==> config.mk <==
export PLATFORM = sky130hd
export DESIGN_NAME = mem_access_seq
export DESIGN_NICKNAME = d
export VERILOG_FILES = /design/src/rtl/mem_pkg.sv /design/src/rtl/sub_word_lane.sv /design/src/rtl/mem_access_seq.sv
export SDC_FILE = /design/constraint.sdc
export NUM_CORES = 1
export LEC_CHECK = 0
export ABC_AREA = 1
export CORE_MARGIN = 5
export CORE_UTILIZATION = 25
export CTS_CLUSTER_DIAMETER = 60
export DETAILED_ROUTE_END_ITERATION = 10
export SLEW_MARGIN = 20
export SYNTH_ARGS = -nofsm -noshare
export SYNTH_HDL_FRONTEND = slang
export SYNTH_HIERARCHICAL = 1
export SYNTH_SLANG_ARGS = --single-unit
export TNS_END_PERCENT = 50
==> constraint.sdc <==
create_clock -name clk -period 7.6 [get_ports clk]
set_clock_uncertainty 0.1 [all_clocks]
set_input_delay 2.28 -clock clk [delete_from_list [all_inputs] [get_ports clk]]
set_output_delay 2.28 -clock clk [all_outputs]
set_load 0.01 [all_outputs]
==> src/rtl/mem_pkg.sv <==
// Shared encodings for mem_access_seq: access sizes, FSM states, default read latency
// and the registered request layout.
package mem_pkg;

   localparam logic [1:0] SZ_WORD = 2'b00;
   localparam logic [1:0] SZ_HALF = 2'b01;
   localparam logic [1:0] SZ_BYTE = 2'b10;
   localparam logic [1:0] SZ_RSVD = 2'b11;

   localparam logic [2:0] ST_IDLE    = 3'd0;
   localparam logic [2:0] ST_RD_WAIT = 3'd1;
   localparam logic [2:0] ST_WRITE   = 3'd2;
   localparam logic [2:0] ST_DONE    = 3'd3;
   localparam logic [2:0] ST_FAULT   = 3'd4;

   localparam int READ_LAT_DEFAULT = 1;

   typedef struct packed {
      logic        op_wr;
      logic [1:0]  size;
      logic        load_signed;
      logic [1:0]  lane;
      logic [31:0] wdata;
   } req_t;

   // The reserved size code behaves exactly like a word access.
   function automatic logic is_word(input logic [1:0] size);
      return (size == SZ_WORD) || (size == SZ_RSVD);
   endfunction

   function automatic logic is_misaligned(input logic [1:0] size, input logic [1:0] lo);
      logic bad;
      bad = 1'b0;
      if (is_word(size))
         bad = (lo != 2'b00);
      else if (size == SZ_HALF)
         bad = lo[0];
      return bad;
   endfunction

   function automatic logic [31:0] align_addr(input logic [1:0] size, input logic [31:0] addr);
      logic [31:0] a;
      a = addr;
      if (is_word(size))
         a[1:0] = 2'b00;
      else if (size == SZ_HALF)
         a[0] = 1'b0;
      return a;
   endfunction

endpackage

==> src/rtl/sub_word_lane.sv <==
// Little-endian byte-lane logic: merges store data into a memory word and extracts
// (sign- or zero-extended) load data from it.
module sub_word_lane
   import mem_pkg::*;
(
   input  logic [31:0] word,
   input  logic [1:0]  lane,
   input  logic [1:0]  size,
   input  logic [31:0] new_data,
   input  logic        load_signed,
   output logic [31:0] merged,
   output logic [31:0] extracted
);

   logic [7:0]  byte_sel;
   logic [15:0] half_sel;

   genvar gi;
   generate
      for (gi = 0; gi < 4; gi++) begin : g_lane
         localparam logic [1:0] LANE = 2'(gi);
         logic       hit;
         logic [7:0] src;
         always_comb begin
            hit = 1'b0;
            src = new_data[8*gi +: 8];
            if (size == SZ_BYTE) begin
               hit = (lane == LANE);
               src = new_data[7:0];
            end else if (size == SZ_HALF) begin
               hit = (lane[1] == LANE[1]);
               src = LANE[0] ? new_data[15:8] : new_data[7:0];
            end else begin
               hit = 1'b1;
            end
         end
         assign merged[8*gi +: 8] = hit ? src : word[8*gi +: 8];
      end
   endgenerate

   always_comb begin
      byte_sel  = word[{lane, 3'b000} +: 8];
      half_sel  = lane[1] ? word[31:16] : word[15:0];
      extracted = word;
      if (size == SZ_BYTE)
         extracted = {{24{load_signed & byte_sel[7]}}, byte_sel};
      else if (size == SZ_HALF)
         extracted = {{16{load_signed & half_sel[15]}}, half_sel};
   end

endmodule

==> src/rtl/mem_access_seq.sv <==
// Load/store sequencer in front of a synchronous byte-addressed data memory.
// Build option MEM_ALIGN_CHECK_EN: alignment faults; otherwise misaligned addresses truncate.
module mem_access_seq
   import mem_pkg::*;
#(
   parameter int READ_LAT = READ_LAT_DEFAULT
)
(
   input  logic        clk,
   input  logic        reset,
   input  logic        start,
   input  logic        op_wr,
   input  logic [1:0]  size,
   input  logic        load_signed,
   input  logic [31:0] addr,
   input  logic [31:0] wdata,
   output logic [31:0] rdata,
   output logic        busy,
   output logic        done,
   output logic        misaligned,
   output logic [31:0] mem_addr,
   output logic        mem_wr,
   output logic [31:0] mem_wdata,
   input  logic [31:0] mem_rdata
);

   logic [2:0]  state_reg;
   logic [1:0]  cnt_reg;
   req_t        req_q;
   logic [31:0] addr_eff;
   logic [31:0] merged;
   logic [31:0] extracted;

`ifdef MEM_ALIGN_CHECK_EN
   logic misaligned_reg;
   assign misaligned = misaligned_reg;
   assign addr_eff   = addr;
`else
   assign misaligned = 1'b0;
   assign addr_eff   = align_addr(size, addr);
`endif

   // Merge and extract both work on the live memory word in the capture cycle.
   sub_word_lane u_lane (
      .word        (mem_rdata),
      .lane        (req_q.lane),
      .size        (req_q.size),
      .new_data    (req_q.wdata),
      .load_signed (req_q.load_signed),
      .merged      (merged),
      .extracted   (extracted)
   );

   always_ff @(posedge clk or posedge reset) begin
      if (reset) begin
         state_reg      <= ST_IDLE;
         cnt_reg        <= 2'd0;
         req_q          <= '0;
         rdata          <= 32'd0;
         mem_addr       <= 32'd0;
         mem_wdata      <= 32'd0;
         mem_wr         <= 1'b0;
         busy           <= 1'b0;
         done           <= 1'b0;
`ifdef MEM_ALIGN_CHECK_EN
         misaligned_reg <= 1'b0;
`endif
      end else begin
         done   <= 1'b0;
         mem_wr <= 1'b0;
`ifdef MEM_ALIGN_CHECK_EN
         misaligned_reg <= 1'b0;
`endif
         case (state_reg)
            ST_IDLE: begin
               if (start) begin
                  req_q.op_wr       <= op_wr;
                  req_q.size        <= size;
                  req_q.load_signed <= load_signed;
                  req_q.lane        <= addr_eff[1:0];
                  req_q.wdata       <= wdata;
`ifdef MEM_ALIGN_CHECK_EN
                  if (is_misaligned(size, addr[1:0])) begin
                     state_reg      <= ST_FAULT;
                     done           <= 1'b1;
                     misaligned_reg <= 1'b1;
                  end else
`endif
                  begin
                     mem_addr <= {addr_eff[31:2], 2'b00};
                     busy     <= 1'b1;
                     if (op_wr && is_word(size)) begin
                        state_reg <= ST_WRITE;
                        mem_wr    <= 1'b1;
                        mem_wdata <= wdata;
                     end else begin
                        state_reg <= ST_RD_WAIT;
                        cnt_reg   <= 2'(READ_LAT - 1);
                     end
                  end
               end
            end
            ST_RD_WAIT: begin
               if (cnt_reg == 2'd0) begin
                  if (req_q.op_wr) begin
                     state_reg <= ST_WRITE;
                     mem_wr    <= 1'b1;
                     mem_wdata <= merged;
                  end else begin
                     state_reg <= ST_DONE;
                     done      <= 1'b1;
                     busy      <= 1'b0;
                     rdata     <= extracted;
                  end
               end else begin
                  cnt_reg <= cnt_reg - 2'd1;
               end
            end
            ST_WRITE: begin
               state_reg <= ST_DONE;
               done      <= 1'b1;
               busy      <= 1'b0;
            end
            ST_DONE: begin
               state_reg <= ST_IDLE;
            end
`ifdef MEM_ALIGN_CHECK_EN
            ST_FAULT: begin
               state_reg <= ST_IDLE;
            end
`endif
            default: begin
               state_reg <= ST_IDLE;
               busy      <= 1'b0;
            end
         endcase
      end
   end

endmodule

==> results_dict.tcl, run 1 <==
set metrics [dict create \
    synthCells 1082 \
    cp_top_family "buffers and inverters" \
    holdWs_ns 0.3684 \
    yosys-top-cells-area "dfrtp_1 (46%), nand2_1 (27%), nand3_1 (8.3%)" \
    ctsResizeCount 0 \
    synth_top_area_frac 0.4630 \
    synth_top_area_cell "dfrtp_1" \
    timing.critical_path.buf_inv 4 \
    placementRows 63 \
    finalCritPeriodShare 0.5056 \
    start_kind "input port" \
    p_per_area_nw_per_um2 437.1 \
    wl_per_cell_um 16.16 \
    dieArea_um2 33620 \
    dieWidth_um 183.3 \
    regMostFlops "req_q" \
    io_pins 203 \
    grt_first_pass_wirelength_mm 41.94 \
    seq_area_frac_synth 0.4630 \
    ys_seq_elements 139 \
    cts.sinks 139 \
    slew_violations 0 \
    syn_area_per_cell_um2 6.943 \
    antenna_found_initial 0 \
    crit_path_end_kind "flop" \
    ys_warn_count 6 \
    route.detailed.drc 0 \
    setup_viol 0 \
    finalWirelength_mm 26.73 \
    area_growth_pct 37.73 \
    path_clk_slew_ns 0.06 \
    layout-drive-gt1-share 0.04830 \
    grt.overflow.total 0 \
    grt_pass1_vias 7620 \
    top_regs "req_q x38, mem_wdata x32, rdata x32" \
    cts_buffer_depth 2 \
    synthesis.area_um2 7512 \
    fin_crit_ns 3.842 \
    dr_total_vias 7529 \
    synthDistinctLibCells 23 \
    grt.total_usage 0.1585 \
    max_freq_mhz 260.3 \
    finish.instance_area_um2 10350 \
    hold_violations 0 \
    crit_arrival_ns 4.10 \
    via_per_inst 4.552 \
    core_area_um2 29640 \
    dpl-instance-area_um2 9733 \
    cts_tree "done" \
    tightest_slew_ns 1.064 \
    critPathMaxStageDelay_ns 0.45 \
    cap_violations 0 \
    layout_common_cells "nand2_1 (532), clkdlybuf4s50_1 (199), dfrtp_1 (139)" \
    final_common_cell "nand2_1" \
    fin_nets 1360 \
    cp_slowest_cell "clkdlybuf4s50_1" \
    start_util 0.2535 \
    layoutNonFillerInstCount 1654 \
    crit_required_ns 7.86 \
    cp_cell_sequence "clkdlybuf4s50_1 -> inv_1 -> ha_1 -> nand2_1 -> nand2_2 -> inv_1 -> nor2_2 -> buf_4 -> nand3_1 -> nand2_1" \
    placed_cells 1621 \
    clockRootBuffer "clkbuf_16" \
    dr.pass1.iters 5 \
    place.gp.congestion 0.8833 \
    insertion_delay_ns 0.42 \
    fillCellCount 3262 \
    max-vdd-ir-drop_mv 0.2670 \
    largest_reg_flops 38 \
    io_buffers 199 \
    dieHeight_um 183.3 \
    status "finished, final reports clean" \
    drt.antenna.violating_nets 0 \
    cts_hold_buf 0 \
    leakage_nw 5.335 \
    fin_tns_setup_ns 0 \
    drt_iter0_markers 671 \
    crit_type "in -> reg" \
    cp_max_fo 32 \
    slew_headroom 0.2863 \
    rsz0062_at_grt "false" \
    htree_levels 4 \
    post-cts-setup-buffers 0 \
    hold_path_class "reg -> reg" \
    grt_start_max_net_pins 98 \
    hpwl_mm 20.12 \
    numCtsBuffers 17 \
]
Yosys cell counts:
| cell | number |
|---|---|
| nor2_2 | 2 |
| buf_6 | 5 |
| o21ai_1 | 1 |
| nand3_4 | 1 |
| buf_2 | 28 |
| o21ai_0 | 75 |
| nor2_1 | 30 |
| nand2_2 | 8 |
| buf_4 | 7 |
| conb_1 | 1 |
| clkinv_1 | 3 |
| a21oi_1 | 9 |
| dfrtp_1 | 139 |
| nor2_4 | 2 |
| inv_2 | 6 |
| clkbuf_1 | 16 |
| nand2_4 | 1 |
| inv_1 | 80 |
| nand3_2 | 1 |
| nand3_1 | 125 |
| nand3b_1 | 1 |
| ha_1 | 7 |
| nand2_1 | 534 |
cell type report:
| class | count | area [um2] | share of cell area |
|---|---|---|---|
| Antenna cell | 1 | 2.502 | 0.0002419 |
| Clock buffer | 19 | 452.9 | 0.04378 |
| Clock inverter | 13 | 157.7 | 0.01524 |
| Inverter | 89 | 339.1 | 0.03277 |
| Multi-Input combinational cell | 800 | 3406 | 0.3292 |
| Sequential cell | 139 | 3478 | 0.3362 |
| Tap cell | 390 | 488.0 | 0.04716 |
| Timing Repair Buffer | 203 | 2022 | 0.1954 |
tightest hold or removal path, cell delays in order (launching register included):
cell and delay (ns):
dfrtp_1 0.34, nand2_1 0.05, nand2_1 0.04
metal layers:
layer	track usage	up-vias	wire (um)
met5	0	-	0
met4	0.03397	0	297
met3	0.05752	20	2586
met2	0.2496	276	11930
met1	0.2106	3547	11910
li1	-	3686	-
power by group:
group	switching (mW)	total (mW)	internal [mW]
logic	1.39	2.31	0.919
registers	0.256	1.35	1.09
clock network	0.357	0.867	0.510
total	2.00	4.52	2.52
path summary, 6_finish.rpt:
path	start	to	slack, ns	cells after the start
setup reg to reg	state_reg[1]	rdata[31]	4.32	8
max in group asynchronous	reset	mem_wdata[1]	3.88	3
min in group asynchronous	reset	mem_addr[3]	2.28	2
setup / recovery	size[1]	mem_wdata[3]	3.76	10
hold reg to reg	rdata[25]	rdata[25]	0.37	2
hold / removal	rdata[25]	rdata[25]	0.37	2
cell families after synthesis:
kind of cell | after synthesis | synth area share
AOI/OAI and AO/OA | 85 | 0.05663
other | 1 | 0.0004992
adders and majority gates | 7 | 0.01166
and+or+nand+nor | 705 | 0.3826
buffers and inverters | 145 | 0.08561
DFF | 139 | 0.4630
per-stage QoR:
| step | util | total power, mW | worst slack (ns) |
|---|---|---|---|
| 6_report | 0.3491 | 4.522 | 3.758 |
| 5_1_grt | 0.3490 | 4.931 | 3.597 |
| 4_1_cts | 0.3490 | 4.572 | 3.755 |
| 3_5_place_dp | 0.3284 | 3.680 | 3.320 |
| 3_3_place_gp | 0.3283 | 3.654 | 3.356 |
| 2_1_floorplan | - | 2.768 | 1.495 |
Power figures use the tool's default switching activity.
==> run 2, diff against run 1 <==
- clock period: 7.6 -> 3.4 ns (I/O delays scaled with it)
==> run 2 against run 1 <==
  * Clock-buffer cell count increased by 1
  * Clock power increased by 110%
  * Flip-flop and latch count unchanged
  * Sequential power increased by 120%
  * Hold slack improved by 0.0024 ns
  * Critical endpoint is now mem_wdata[16]
  * Largest power group unchanged
==> results_dict.tcl, run 2 (synthesized netlist as in run 1, its figures left out) <==
set metrics [dict create \
    status "finished, final reports clean" \
    min_to "rdata[16]" \
    cp_slowest_cell "clkdlybuf4s50_1" \
    path_clk_slew_ns 0.06 \
    cp_max_fo 32 \
    timing.rr.start "req_q[36]" \
    io_buffers 199 \
    grt_first_pass_wirelength_mm 42.16 \
    regMostFlops "req_q" \
    finalWirelength_mm 27.08 \
    start_util 0.2535 \
    cts_hold_buf 0 \
    dr_total_vias 7500 \
    io_pins 203 \
    max_freq_mhz 390.1 \
    placementRows 63 \
    route.detailed.drc 0 \
    met3_usage 0.06069 \
    antenna_found_initial 2 \
    leakage_nw 5.363 \
    timing.critical_path.buf_inv 4 \
    crit_arrival_ns 2.82 \
    post-cts-setup-buffers 0 \
    wl_per_cell_um 16.29 \
    antenna_cells 0 \
    clockRootBuffer "clkbuf_16" \
    hold_path_class "reg -> reg" \
    grt_pass1_vias 7522 \
    hold_depth 2 \
    grt.total_usage 0.1599 \
    layout_common_cells "nand2_1 (532), clkdlybuf4s50_1 (199), dfrtp_1 (139)" \
    crit_required_ns 3.66 \
    use_met1 0.2132 \
    grt.overflow.total 0 \
    p_per_area_nw_per_um2 972.4 \
    start_kind "input port" \
    placed_cells 1630 \
    multi_input_area_um2 3406 \
    cts_buffer_depth 2 \
    r2r-end "mem_wdata[9]" \
    area_growth_pct 38.37 \
    drt.antenna.violating_nets 0 \
    fillCellCount 3217 \
    grt_start_max_net_pins 102 \
    cts_tree "done" \
    top_usage_layer "met2" \
    tightest_slew_ns 0.6637 \
    worst_slack_ns 0.8362 \
    cap_violations 0 \
    ctsResizeCount 0 \
    fin_crit_ns 2.564 \
    r2r_slack_ns 0.96 \
    slew_violations 0 \
    cp_top_family "buffers and inverters" \
    finalCritPeriodShare 0.7540 \
    layout-drive-gt1-share 0.05425 \
    layoutNonFillerInstCount 1662 \
    place.gp.congestion 0.9005 \
    core_area_um2 29640 \
    crit_path_end_kind "flop" \
    drt_iter0_markers 626 \
    slew_headroom 0.5560 \
    holdCritStartpoint "rdata[16]" \
    seqCellArea_um2 3478 \
    dr.pass1.iters 5 \
    fin_nets 1369 \
    cp_cell_sequence "clkdlybuf4s50_1 -> inv_1 -> ha_1 -> nand2_1 -> nand2_2 -> inv_1 -> nor2_2 -> buf_4 -> nand3_1 -> nand2_1" \
    hold_violations 0 \
    insertion_delay_ns 0.43 \
    critPathMaxStageDelay_ns 0.46 \
    top_regs "req_q x38, mem_wdata x32, rdata x32" \
    rsz0062_at_grt "false" \
    crit_type "in -> reg" \
    reg2reg_depth 9 \
    cts.sinks 139 \
    setup_viol 0 \
    dieArea_um2 33620 \
    pre_cts_ws_ns 0.3873 \
    hpwl_mm 20.35 \
    numCtsBuffers 17 \
    final_common_cell "nand2_1" \
    htree_levels 4 \
    via_per_inst 4.513 \
    max-vdd-ir-drop_mv 0.4197 \
    dieHeight_um 183.3 \
    largest_reg_flops 38 \
    dieWidth_um 183.3 \
    use_met2 0.2518 \
    fin_tns_setup_ns 0 \
]
==> run 2: cell type report <==
class / count / share of cell area
inverters: 89 / 0.03250
flip-flops and latches: 139 / 0.3346
clock inverters: 12 / 0.01095
clock buffers: 20 / 0.04393
repair buffers: 212 / 0.2034
well taps: 390 / 0.04694
multi-input cells: 800 / 0.3276
==> run 2: worst register-to-register path: cells and delay by family (launching register included) <==
| kind | cells | cell delay, ns |
|---|---|---|
| and+or+nand+nor | 7 | 1.44 |
| AOI/OAI and AO/OA | 2 | 0.26 |
| DFF | 1 | 0.56 |
==> run 2: how the worst max path moves through the flow <==
stage | end | start | depth (start not counted)
finish | mem_wdata[16] | size[1] | 10
global route | mem_wdata[9] | req_q[36] | 9
CTS | mem_wdata[16] | size[1] | 10
detailed placement | mem_wdata[16] | size[1] | 10
global placement | mem_wdata[5] | size[1] | 10
floorplan | busy | reset | 1
==> run 2: per-stage QoR <==
stage	utilization	power [mW]	hold slack [ns]	cell area (um2)
3_5_place_dp	0.3315	8.337	0.3585	9824
3_3_place_gp	0.3314	8.255	0.3555	9822
4_1_cts	0.3507	10.21	0.3740	10400
5_1_grt	0.3507	11.00	0.3823	10400
6_report	0.3507	10.11	0.3708	10400
2_1_floorplan	-	6.188	0.3491	7523
==> run 2: where the power goes <==
group	switching (mW)	internal, mW	total (mW)
clock	0.758	1.05	1.81
combinational	3.17	2.11	5.28
sequential	0.584	2.44	3.02
==> run 2: layer usage <==
metal  vias up  wire, um  share of wire
li1       3706         -              -
met1      3498     12160           0.45
met2       273     12050           0.44
met3        19      2590          0.096
met4         4       253         0.0093
met5         -        21        0.00078
==> run 3, diff against run 2 <==
- clock period: 3.4 -> 2.7 ns (I/O delays scaled with it)
==> run 3 against run 2 <==
  * First-iteration DRC count decreased by 8.0%
  * Register-to-register slack got worse by 0.51 ns
  * Critical endpoint is now mem_wdata[5]
  * Largest cell class unchanged
  * Critical path type is now reg -> out
  * Cell area increased by 1.9%
  * Highest routed layer unchanged
  * Flip-flop and latch count unchanged
  * Setup slack got worse by 0.42 ns
==> results_dict.tcl, run 3 (synthesized netlist as in run 1, its figures left out) <==
set metrics [dict create \
    status "finished, final reports clean" \
    ctsResizeCount 0 \
    min_to "rdata[16]" \
    hold_path_class "reg -> reg" \
    hold_violations 0 \
    fin_crit_ns 2.281 \
    cts_buffer_depth 2 \
    final_common_cell "nand2_1" \
    start_util 0.2535 \
    setup_viol 0 \
    timing.critical_path.buf_inv 1 \
    dr.pass1.iters 5 \
    leakage_nw 5.467 \
    dieHeight_um 183.3 \
    cp_cell_sequence "clkdlybuf4s50_1" \
    critPathMaxStageDelay_ns 0.58 \
    cp_top_family "buffers and inverters" \
    core_area_um2 29640 \
    crit_path_end_kind "primary output" \
    max-vdd-ir-drop_mv 0.8270 \
    holdCritStartpoint "rdata[16]" \
    dr_total_vias 7645 \
    dieArea_um2 33620 \
    antenna_found_initial 1 \
    cts_tree "done" \
    cp_max_fo 2 \
    htree_levels 4 \
    dieWidth_um 183.3 \
    route.detailed.drc 0 \
    timing.rr.start "req_q[36]" \
    via_per_inst 4.570 \
    cp_slowest_cell "clkdlybuf4s50_1" \
    cts_hold_buf 0 \
    rsz0062_at_grt "false" \
    p_per_area_nw_per_um2 1238 \
    slew_headroom 0.6428 \
    hold_depth 2 \
    regMostFlops "req_q" \
    numCtsBuffers 17 \
    clockRootBuffer "clkbuf_16" \
    grt_start_max_net_pins 102 \
    cts.sinks 139 \
    r2r-end "mem_wdata[8]" \
    grt.total_usage 0.1598 \
    largest_reg_flops 38 \
    drt.antenna.violating_nets 0 \
    finalCritPeriodShare 0.8447 \
    fin_tns_setup_ns 0 \
    insertion_delay_ns 0.43 \
    path_clk_slew_ns 0.06 \
    layout-drive-gt1-share 0.06006 \
    slew_violations 0 \
    area_growth_pct 40.94 \
    fin_nets 1379 \
    crit_required_ns 1.79 \
    grt_first_pass_wirelength_mm 42.10 \
    worst_slack_ns 0.4193 \
    place.gp.congestion 0.9059 \
    layout_common_cells "nand2_1 (533), clkdlybuf4s50_1 (199), dfrtp_1 (139)" \
    io_buffers 199 \
    hpwl_mm 20.79 \
    start_kind "flop" \
    grt.overflow.total 0 \
    cap_violations 0 \
    top_regs "req_q x38, mem_wdata x32, rdata x32" \
    finalWirelength_mm 27.37 \
    max_freq_mhz 438.5 \
    drt_iter0_markers 576 \
    reg2reg_depth 10 \
    crit_type "reg -> out" \
    io_pins 203 \
    pre_cts_ws_ns 0.1274 \
    crit_arrival_ns 1.37 \
    tightest_slew_ns 0.5338 \
    grt_pass1_vias 7468 \
    post-cts-setup-buffers 0 \
    placementRows 63 \
    r2r_slack_ns 0.45 \
    wl_per_cell_um 16.36 \
]
run 3: layer usage:
layer,part of all wire,global-route usage,vias to the layer above,wire [um]
met5,0.00026,0,-,7
met4,0.011,0.03129,2,309
met3,0.11,0.05871,24,2929
met2,0.45,0.2501,311,12360
met1,0.43,0.2144,3583,11770
li1,-,-,3725,-
run 3: worst max-delay path by stage:
stage | start | endpoint | cells past startpoint
floorplan | reset | busy | 1
global placement | size[1] | mem_wdata[22] | 10
CTS | mem_wdata[5] | mem_wdata[5] | 1
global route | req_q[36] | mem_wdata[8] | 10
finish | mem_wdata[5] | mem_wdata[5] | 1
detailed placement | size[1] | mem_wdata[26] | 10
run 3: through the flow:
stage	cells	area (um2)	power, mW	utilization	hold slack [ns]
5_1_grt	1672	10590	14.22	0.3571	0.3876
2_1_floorplan	1084	7523	7.792	-	0.3491
3_5_place_dp	1640	9972	10.68	0.3365	0.3581
3_3_place_gp	1640	9972	10.59	0.3365	0.3571
6_report	1673	10590	13.11	0.3572	0.3679
4_1_cts	1672	10590	13.21	0.3571	0.3731
run 3: power by group:
| part | switching (mW) | total [mW] | leakage, nW | internal [mW] |
|---|---|---|---|---|
| sequential | 0.723 | 3.79 | 1.74 | 3.07 |
| combinational | 4.01 | 6.84 | 3.42 | 2.83 |
| clock | 0.939 | 2.47 | 0.300 | 1.53 |
| total | 5.67 | 13.1 | 5.47 | 7.43 |
run 3: cell type report:
cell class | instances | area [um2]
inverters | 89 | 337.8
repair buffers | 222 | 2265
diodes | 1 | 2.502
clock inverters | 10 | 138.9
clock buffers | 22 | 474.2
fillers | 3255 | 19050
multi-input cells | 800 | 3403
flip-flops and latches | 139 | 3478
well taps | 390 | 488.0
